## src/rtl/mem_arbiter.sv

```systemverilog
// Two-port arbiter/sequencer for the single-ported memory_unit (fetch = port 0, load/store = port 1).
// Define MEM_ARB_RR_EN for round-robin arbitration; the default is fixed priority with port 1 first.
module mem_arbiter #(
  parameter int AW = 32,
  parameter int DW = 32
) (
  input  logic          clk,
  input  logic          rst,
  input  logic          p0_req,
  input  logic          p0_we,
  input  logic [AW-1:0] p0_addr,
  input  logic [DW-1:0] p0_wdata,
  output logic          p0_ack,
  output logic          p0_err,
  output logic [DW-1:0] p0_rdata,
  input  logic          p1_req,
  input  logic          p1_we,
  input  logic [AW-1:0] p1_addr,
  input  logic [DW-1:0] p1_wdata,
  output logic          p1_ack,
  output logic          p1_err,
  output logic [DW-1:0] p1_rdata,
  output logic          mem_req,
  output logic          mem_we,
  output logic [AW-1:0] mem_addr,
  output logic [DW-1:0] mem_wdata,
  input  logic          mem_ack,
  input  logic [DW-1:0] mem_rdata,
  output logic          busy,
  output logic          grant
);

  typedef enum logic [1:0] {IDLE = 2'd0, ISSUE = 2'd1, RESP = 2'd2, DRAIN = 2'd3} state_t;

  state_t        state_r, state_s;
  logic          mem_req_r, mem_req_s, mem_we_r, mem_we_s;
  logic [AW-1:0] mem_addr_r, mem_addr_s, sel_addr_s;
  logic [DW-1:0] mem_wdata_r, mem_wdata_s, sel_wdata_s;
  logic          p0_ack_r, p0_ack_s, p0_err_r, p0_err_s;
  logic          p1_ack_r, p1_ack_s, p1_err_r, p1_err_s;
  logic [DW-1:0] p0_rdata_r, p0_rdata_s, p1_rdata_r, p1_rdata_s;
  logic          grant_r, grant_s, busy_r;
  logic          win_s, sel_we_s, arb_s;
`ifdef MEM_ARB_RR_EN
  logic          last_r;
`endif

  // Winner selection and mux of the winner's request fields
  always_comb begin
`ifdef MEM_ARB_RR_EN
    if (p0_req && p1_req) begin
      win_s = ~last_r;
    end else begin
      win_s = p1_req;
    end
`else
    win_s = p1_req;
`endif
    if (win_s) begin
      sel_we_s    = p1_we;
      sel_addr_s  = p1_addr;
      sel_wdata_s = p1_wdata;
    end else begin
      sel_we_s    = p0_we;
      sel_addr_s  = p0_addr;
      sel_wdata_s = p0_wdata;
    end
  end

  // Next-state and next-output logic; all outputs are registered from these values
  always_comb begin
    state_s     = state_r;
    mem_req_s   = mem_req_r;
    mem_we_s    = mem_we_r;
    mem_addr_s  = mem_addr_r;
    mem_wdata_s = mem_wdata_r;
    p0_ack_s    = 1'b0;
    p0_err_s    = 1'b0;
    p0_rdata_s  = '0;
    p1_ack_s    = 1'b0;
    p1_err_s    = 1'b0;
    p1_rdata_s  = '0;
    grant_s     = grant_r;
    arb_s       = 1'b0;
    case (state_r)
      IDLE: arb_s = 1'b1;
      ISSUE: begin
        if (mem_ack) begin
          state_s     = RESP;
          mem_req_s   = 1'b0;
          mem_we_s    = 1'b0;
          mem_addr_s  = '0;
          mem_wdata_s = '0;
          if (grant_r) begin
            p1_ack_s   = 1'b1;
            p1_rdata_s = mem_we_r ? '0 : mem_rdata;
          end else begin
            p0_ack_s   = 1'b1;
            p0_rdata_s = mem_we_r ? '0 : mem_rdata;
          end
        end else begin
          state_s = ISSUE;
        end
      end
      RESP: state_s = DRAIN;
      DRAIN: begin
        // memory_unit's ack lags mem_req by a cycle; never reissue until it has fallen
        if (!mem_ack) begin
          arb_s = 1'b1;
        end else begin
          state_s = DRAIN;
        end
      end
      default: state_s = IDLE;
    endcase
    if (arb_s) begin
      if (p0_req || p1_req) begin
        grant_s = win_s;
        if (sel_addr_s[1:0] == 2'b00) begin
          state_s     = ISSUE;
          mem_req_s   = 1'b1;
          mem_we_s    = sel_we_s;
          mem_addr_s  = sel_addr_s;
          mem_wdata_s = sel_wdata_s;
        end else begin
          state_s = RESP;
          if (win_s) begin
            p1_ack_s = 1'b1;
            p1_err_s = 1'b1;
          end else begin
            p0_ack_s = 1'b1;
            p0_err_s = 1'b1;
          end
        end
      end else begin
        state_s = IDLE;
      end
    end else begin
      grant_s = grant_r;
    end
  end

  // State and output registers with synchronous reset
  always_ff @(posedge clk) begin
    if (rst) begin
      state_r     <= IDLE;
      mem_req_r   <= 1'b0;
      mem_we_r    <= 1'b0;
      mem_addr_r  <= '0;
      mem_wdata_r <= '0;
      p0_ack_r    <= 1'b0;
      p0_err_r    <= 1'b0;
      p0_rdata_r  <= '0;
      p1_ack_r    <= 1'b0;
      p1_err_r    <= 1'b0;
      p1_rdata_r  <= '0;
      grant_r     <= 1'b0;
      busy_r      <= 1'b0;
    end else begin
      state_r     <= state_s;
      mem_req_r   <= mem_req_s;
      mem_we_r    <= mem_we_s;
      mem_addr_r  <= mem_addr_s;
      mem_wdata_r <= mem_wdata_s;
      p0_ack_r    <= p0_ack_s;
      p0_err_r    <= p0_err_s;
      p0_rdata_r  <= p0_rdata_s;
      p1_ack_r    <= p1_ack_s;
      p1_err_r    <= p1_err_s;
      p1_rdata_r  <= p1_rdata_s;
      grant_r     <= grant_s;
      busy_r      <= (state_s != IDLE);
    end
  end

`ifdef MEM_ARB_RR_EN
  // Round-robin pointer: remembers the port of every grant, error grants included
  always_ff @(posedge clk) begin
    if (rst) begin
      last_r <= 1'b1;
    end else if (arb_s && (p0_req || p1_req)) begin
      last_r <= win_s;
    end else begin
      last_r <= last_r;
    end
  end
`endif

  assign mem_req   = mem_req_r;
  assign mem_we    = mem_we_r;
  assign mem_addr  = mem_addr_r;
  assign mem_wdata = mem_wdata_r;
  assign p0_ack    = p0_ack_r;
  assign p0_err    = p0_err_r;
  assign p0_rdata  = p0_rdata_r;
  assign p1_ack    = p1_ack_r;
  assign p1_err    = p1_err_r;
  assign p1_rdata  = p1_rdata_r;
  assign busy      = busy_r;
  assign grant     = grant_r;

endmodule

```

## config.mk

```make
export PLATFORM = sky130hd
export DESIGN_NAME = mem_arbiter
export DESIGN_NICKNAME = d
export VERILOG_FILES = /design/src/rtl/mem_arbiter.sv
export SDC_FILE = /design/constraint.sdc
export NUM_CORES = 1
export LEC_CHECK = 0
export BUFFER_PORTS_ARGS = -buffer_cell sky130_fd_sc_hd__buf_4
export CAP_MARGIN = 20
export CELL_PAD_IN_SITES_DETAIL_PLACEMENT = 1
export CELL_PAD_IN_SITES_GLOBAL_PLACEMENT = 1
export CORE_MARGIN = 2
export CORE_UTILIZATION = 30
export CTS_BUF_LIST = sky130_fd_sc_hd__clkbuf_8
export DETAILED_ROUTE_END_ITERATION = 10
export GPL_TIMING_DRIVEN = 1
export PLACE_DENSITY = 0.75
export SETUP_SLACK_MARGIN = 0.15
export SLEW_MARGIN = 5
export SYNTH_ARGS = -nofsm -noshare
export SYNTH_HDL_FRONTEND = slang
export SYNTH_SLANG_ARGS = --single-unit
```

## constraint.sdc

```tcl
create_clock -name clk -period 1.7 [get_ports clk]
set_input_delay 0.085 -clock clk [delete_from_list [all_inputs] [get_ports clk]]
set_output_delay 0.085 -clock clk [all_outputs]
set_load 0.01 [all_outputs]
```

# Word-level counts from Yosys, hierarchy flattened
# Index checks and enable logic that the tools add are counted.
# W data, S select, Z words.
# word_totals
out_inout_bits	136
reg_bits	138
word_cells	77
inputBits	167
# op_classes
mux	48
n_reduce_logical	8
eq_ne	3
bitwise	5
# op_table
cell	n
$mux W32	13
$mux W1	28
$reduce_or A4 Y1	3
$mux W2	5
$pmux W2 S3	1
$not A1 Y1	5
$eq A2 B2 Y1 const B	2
$logic_not A2 Y1	2
$eq A2 B1 Y1 const B	1
$pmux W1 S2	1
$reduce_and A2 Y1	1
$reduce_bool A2 Y1	1
$logic_or A1 B1 Y1	1

# Depth between registers and ports, before layout
# logic_depth
depth_word	7
mapped_depth	8
depth_no_buf	6

# Worst setup path after synthesis
# Ideal clock, no wire load.
# synth_path
kind	register to register
from	register state_r[1]
to	register mem_wdata_r[22], in the netlist mem_wdata[22]
path_slack_ns	0.003
setup_time_ns	0.075
arrival_time_ns	1.622
period_less_slack_ns	1.697
required_ns	1.625
stages_incl_launch_ff	8
n_path_buf	2
path_cell_list	dfxtp_1 -> inv_1 -> ha_1 -> a21oi_1 -> clkbuf_1 -> clkbuf_1 -> nand2_1 -> a22oi_2
# synth_between
elab_chain_cells	5
elab_cells_between_ends	8
classes_between	eq/ne (2); mux (5); reduce/logical (1)
# synth_rtl
element	line_no	text
from (decl)	35	state_t state_r, state_s;
from (signal assigned)	160	state_r <= state_s;
$eq A2 B1 Y1	85	case (state_r)
$mux W32	85	
$mux W32	119	if (sel_addr_s[1:0] == 2'b00) begin
$mux W32	117	if (p0_req || p1_req) begin
$mux W32 (*)	116	if (arb_s) begin
to (signal assigned)	164	mem_wdata_r <= mem_wdata_s;
to (decl)	38	logic [DW-1:0] mem_wdata_r, mem_wdata_s, sel_wdata_s;
# Every way passes the cells marked *; elsewhere a longest branch is shown, timed or not.
# A chain may end at the register's enable or synchronous reset.

# Final worst setup path
# layout_path
from	register state_r[0]
to	register mem_wdata_r[30], in the netlist mem_wdata[30]
# Same word-level chain as after synthesis.

==> flow_summary.toml <==
[yosys]
syn_area_um2 = 5341
synth_top_area_cell = "dfxtp_1"
synth_ff_type = "dfxtp_1"
syn_nets = 687
synth-seq-area-share = 0.5172
netlist.area_leader.share = 0.5172
ys_top_cells_by_area = "dfxtp_1 (52%), mux2i_1 (12%), a22oi_2 (12%)"
async_flop_share = 0
syn-instance-count = 514
synth_most_common_cell = "dfxtp_1"
yosysWarnings = 0
synth-seq-cells = 138
avgSynthCellArea_um2 = 10.39
synth_edf_count = 0
ys_types = 31
ys_top_cells_by_count = "dfxtp_1 (138), nand2_1 (68), nor2_1 (68)"

[clocking]
htree_levels = 4
clockBufferDepth = 2
clkSinkCount = 138
cts.clk_slew.worst_paths_ns = 0.08
clkLatencyLatePin_ns = 0.43
cts_tree = "done"
clockRootBuffer = "clkbuf_8"
cts_buffers = 17

[global_routing]
antenna_found_initial = 1
grt_pass1_vias = 6233
grt_pass1_wl_um = 33290
overflow = 0
grt_max_degree = 62
track_usage = 0.2335

[die]
rows = 48
die_area_um2 = 18890
core_area_um2 = 17360
num_io_pins = 303
start_util = 0.3077
dieHeight_um = 137.4
die_w_um = 137.4

[route]
wl_per_cell_um = 19.99
wirelength_um = 23830
num_vias = 5650
drt_iter0_markers = 156
drcViolationCount = 0
first_pass_iters = 4
via_per_inst = 4.740
ant_nets = 0

[sta]
hold_violations = 0
drv_slew = 0
period_needed_ns = 1.681
relSlewSlack = 0.3013
worst-slew-pin-transition_ns = 1.048
max_freq_mhz = 594.8
setup_ws_ns = 0.01875
hold_ws_ns = 0.02898
rsz0062_at_grt = "true"
setup_tns_ns = 0
clock_skew_ns = 0.01032
post-route-period-util = 0.9890
setup_violations = 0

[pwr]
power_mw = 10.70
powerDensity_nw_per_um2 = 1059
ir_drop_v = 0.0005037
p_leak_nw = 4.919

[setup_path]
crit_buf_inv = 4
endpoint_kind = "register"
crit_chain = "inv_4, ha_4, inv_2, a221oi_4, buf_6, nand2b_4, buf_16, a22oi_2"
cpMaxStageDelayCell = "dfxtp_4"
cp-start-kind = "register"
crit_type = "register to register"
regToRegStartpoint = "state_r[0]$_SDFF_PP0_"
arrival_ns = 2.04
cp-startpoint = "state_r[0]$_SDFF_PP0_"
critPathRequiredTime_ns = 2.05
critical-path-top-delay-family = "buffers and inverters"
critPathMaxStageDelay_ns = 0.38
critPathMaxFanout = 6

[final_layout]
postLayoutCoreUtil = 0.5822
fin_nets = 1126
area_growth_pct = 89.18
fin_area_um2 = 10100
layout-drive-gt1-share = 0.4720
finalNonFillerCells = 1192

[place]
hpwl_um = 13790
gp_congestion = 0.7991
dp.cells = 1026
dpl-instance-area_um2 = 7999
preCtsSetupSlack_ns = -0.1740
numPortBuffers = 302

[worst_hold_path]
hp-class = "input pin to register"
min_from = "p1_addr[6]"

[run]
maxCapViolations = 0

[outcome]
status = "completed"
-- worst register-to-register path: cells and delay by family (launching register included) --
family          cells  cell delay, ns
simple gates        1            0.15
compound gates      2            0.45
flops               1            0.38
fa+ha+maj           1            0.14
buf+inv             4            0.49
-- per-layer routing --
metal	vias to the layer above	track usage	routed length, µm
met1	2704	0.2377	8717
met5	-	0	0
met2	253	0.4373	12560
met4	0	0.09966	790
met3	53	0.07248	1768
li1	2640	-	-
-- final timing paths --
kind | endpoint | slack (ns) | depth (start not counted)
max | mem_wdata[30]$_SDFF_PP0_ | 0.02 | 8
min | mem_addr[6]$_SDFF_PP0_ | 0.03 | 3
max reg2reg | mem_wdata[30]$_SDFF_PP0_ | 0.02 | 8
min reg2reg | mem_req$_SDFF_PP0_ | 0.46 | 2
-- kinds of logic after synthesis --
logic type,share of synthesized area
AND/OR/NAND/NOR,0.1527
buffers and inverters,0.04193
adder cells (fa/ha/maj),0.01405
AO/OA/AOI/OAI,0.1560
flip-flops,0.5172
multiplexers,0.1181
-- cell type report --
type                    instances  area (µm²)
flip-flops and latches        138        2770
multi-input cells             333        2554
clock buffers                  17       234.0
clock inverters                15       200.2
inverters                       5       23.77
fillers                      1859        7252
repair buffers                458        4039
well taps                     225       281.5
diodes                          1       2.502
-- sequential cells by signal, indices dropped and copies added (netlist names) --
register / flops
busy: 1
grant: 1
mem_addr: 32
mem_req: 1
mem_wdata: 32
mem_we: 1
p0_ack: 1
p0_err: 1
p0_rdata: 32
p1_ack: 1
p1_err: 1
p1_rdata: 32
state_r: 2
-- where the power goes --
group / internal, mW / switching [mW]
combinational: 2.02 / 1.86
sequential: 3.63 / 0.258
clock: 1.60 / 1.33
total: 7.25 / 3.45
-- cells in the final DEF, fill, tap and decap left out, types with 4 or more instances in the layout --
cell	instances
dfxtp_1	136
buf_12	8
buf_4	318
dlygate4sd3_1	115
a22oi_2	63
mux2i_1	63
nor2_1	68
nand2_1	66
buf_6	6
nand2b_1	32
clkinv_4	4
bufinv_16	4
a21oi_1	4
clkbuf_8	17
inv_1	4
clkbuf_16	7
-- repair_timing --
action | 4_1_cts | 5_1_grt
pin swaps | 1 | 66
hold endpoints to repair | 115 | 0
hold buffers | 115 | 0
cloned | 2 | 9
buffers inserted | 4 | 3
gates resized for setup | 18 | 31
endpoints found under the setup margin | 68 | 71
(Power assumes the default switching activity.)
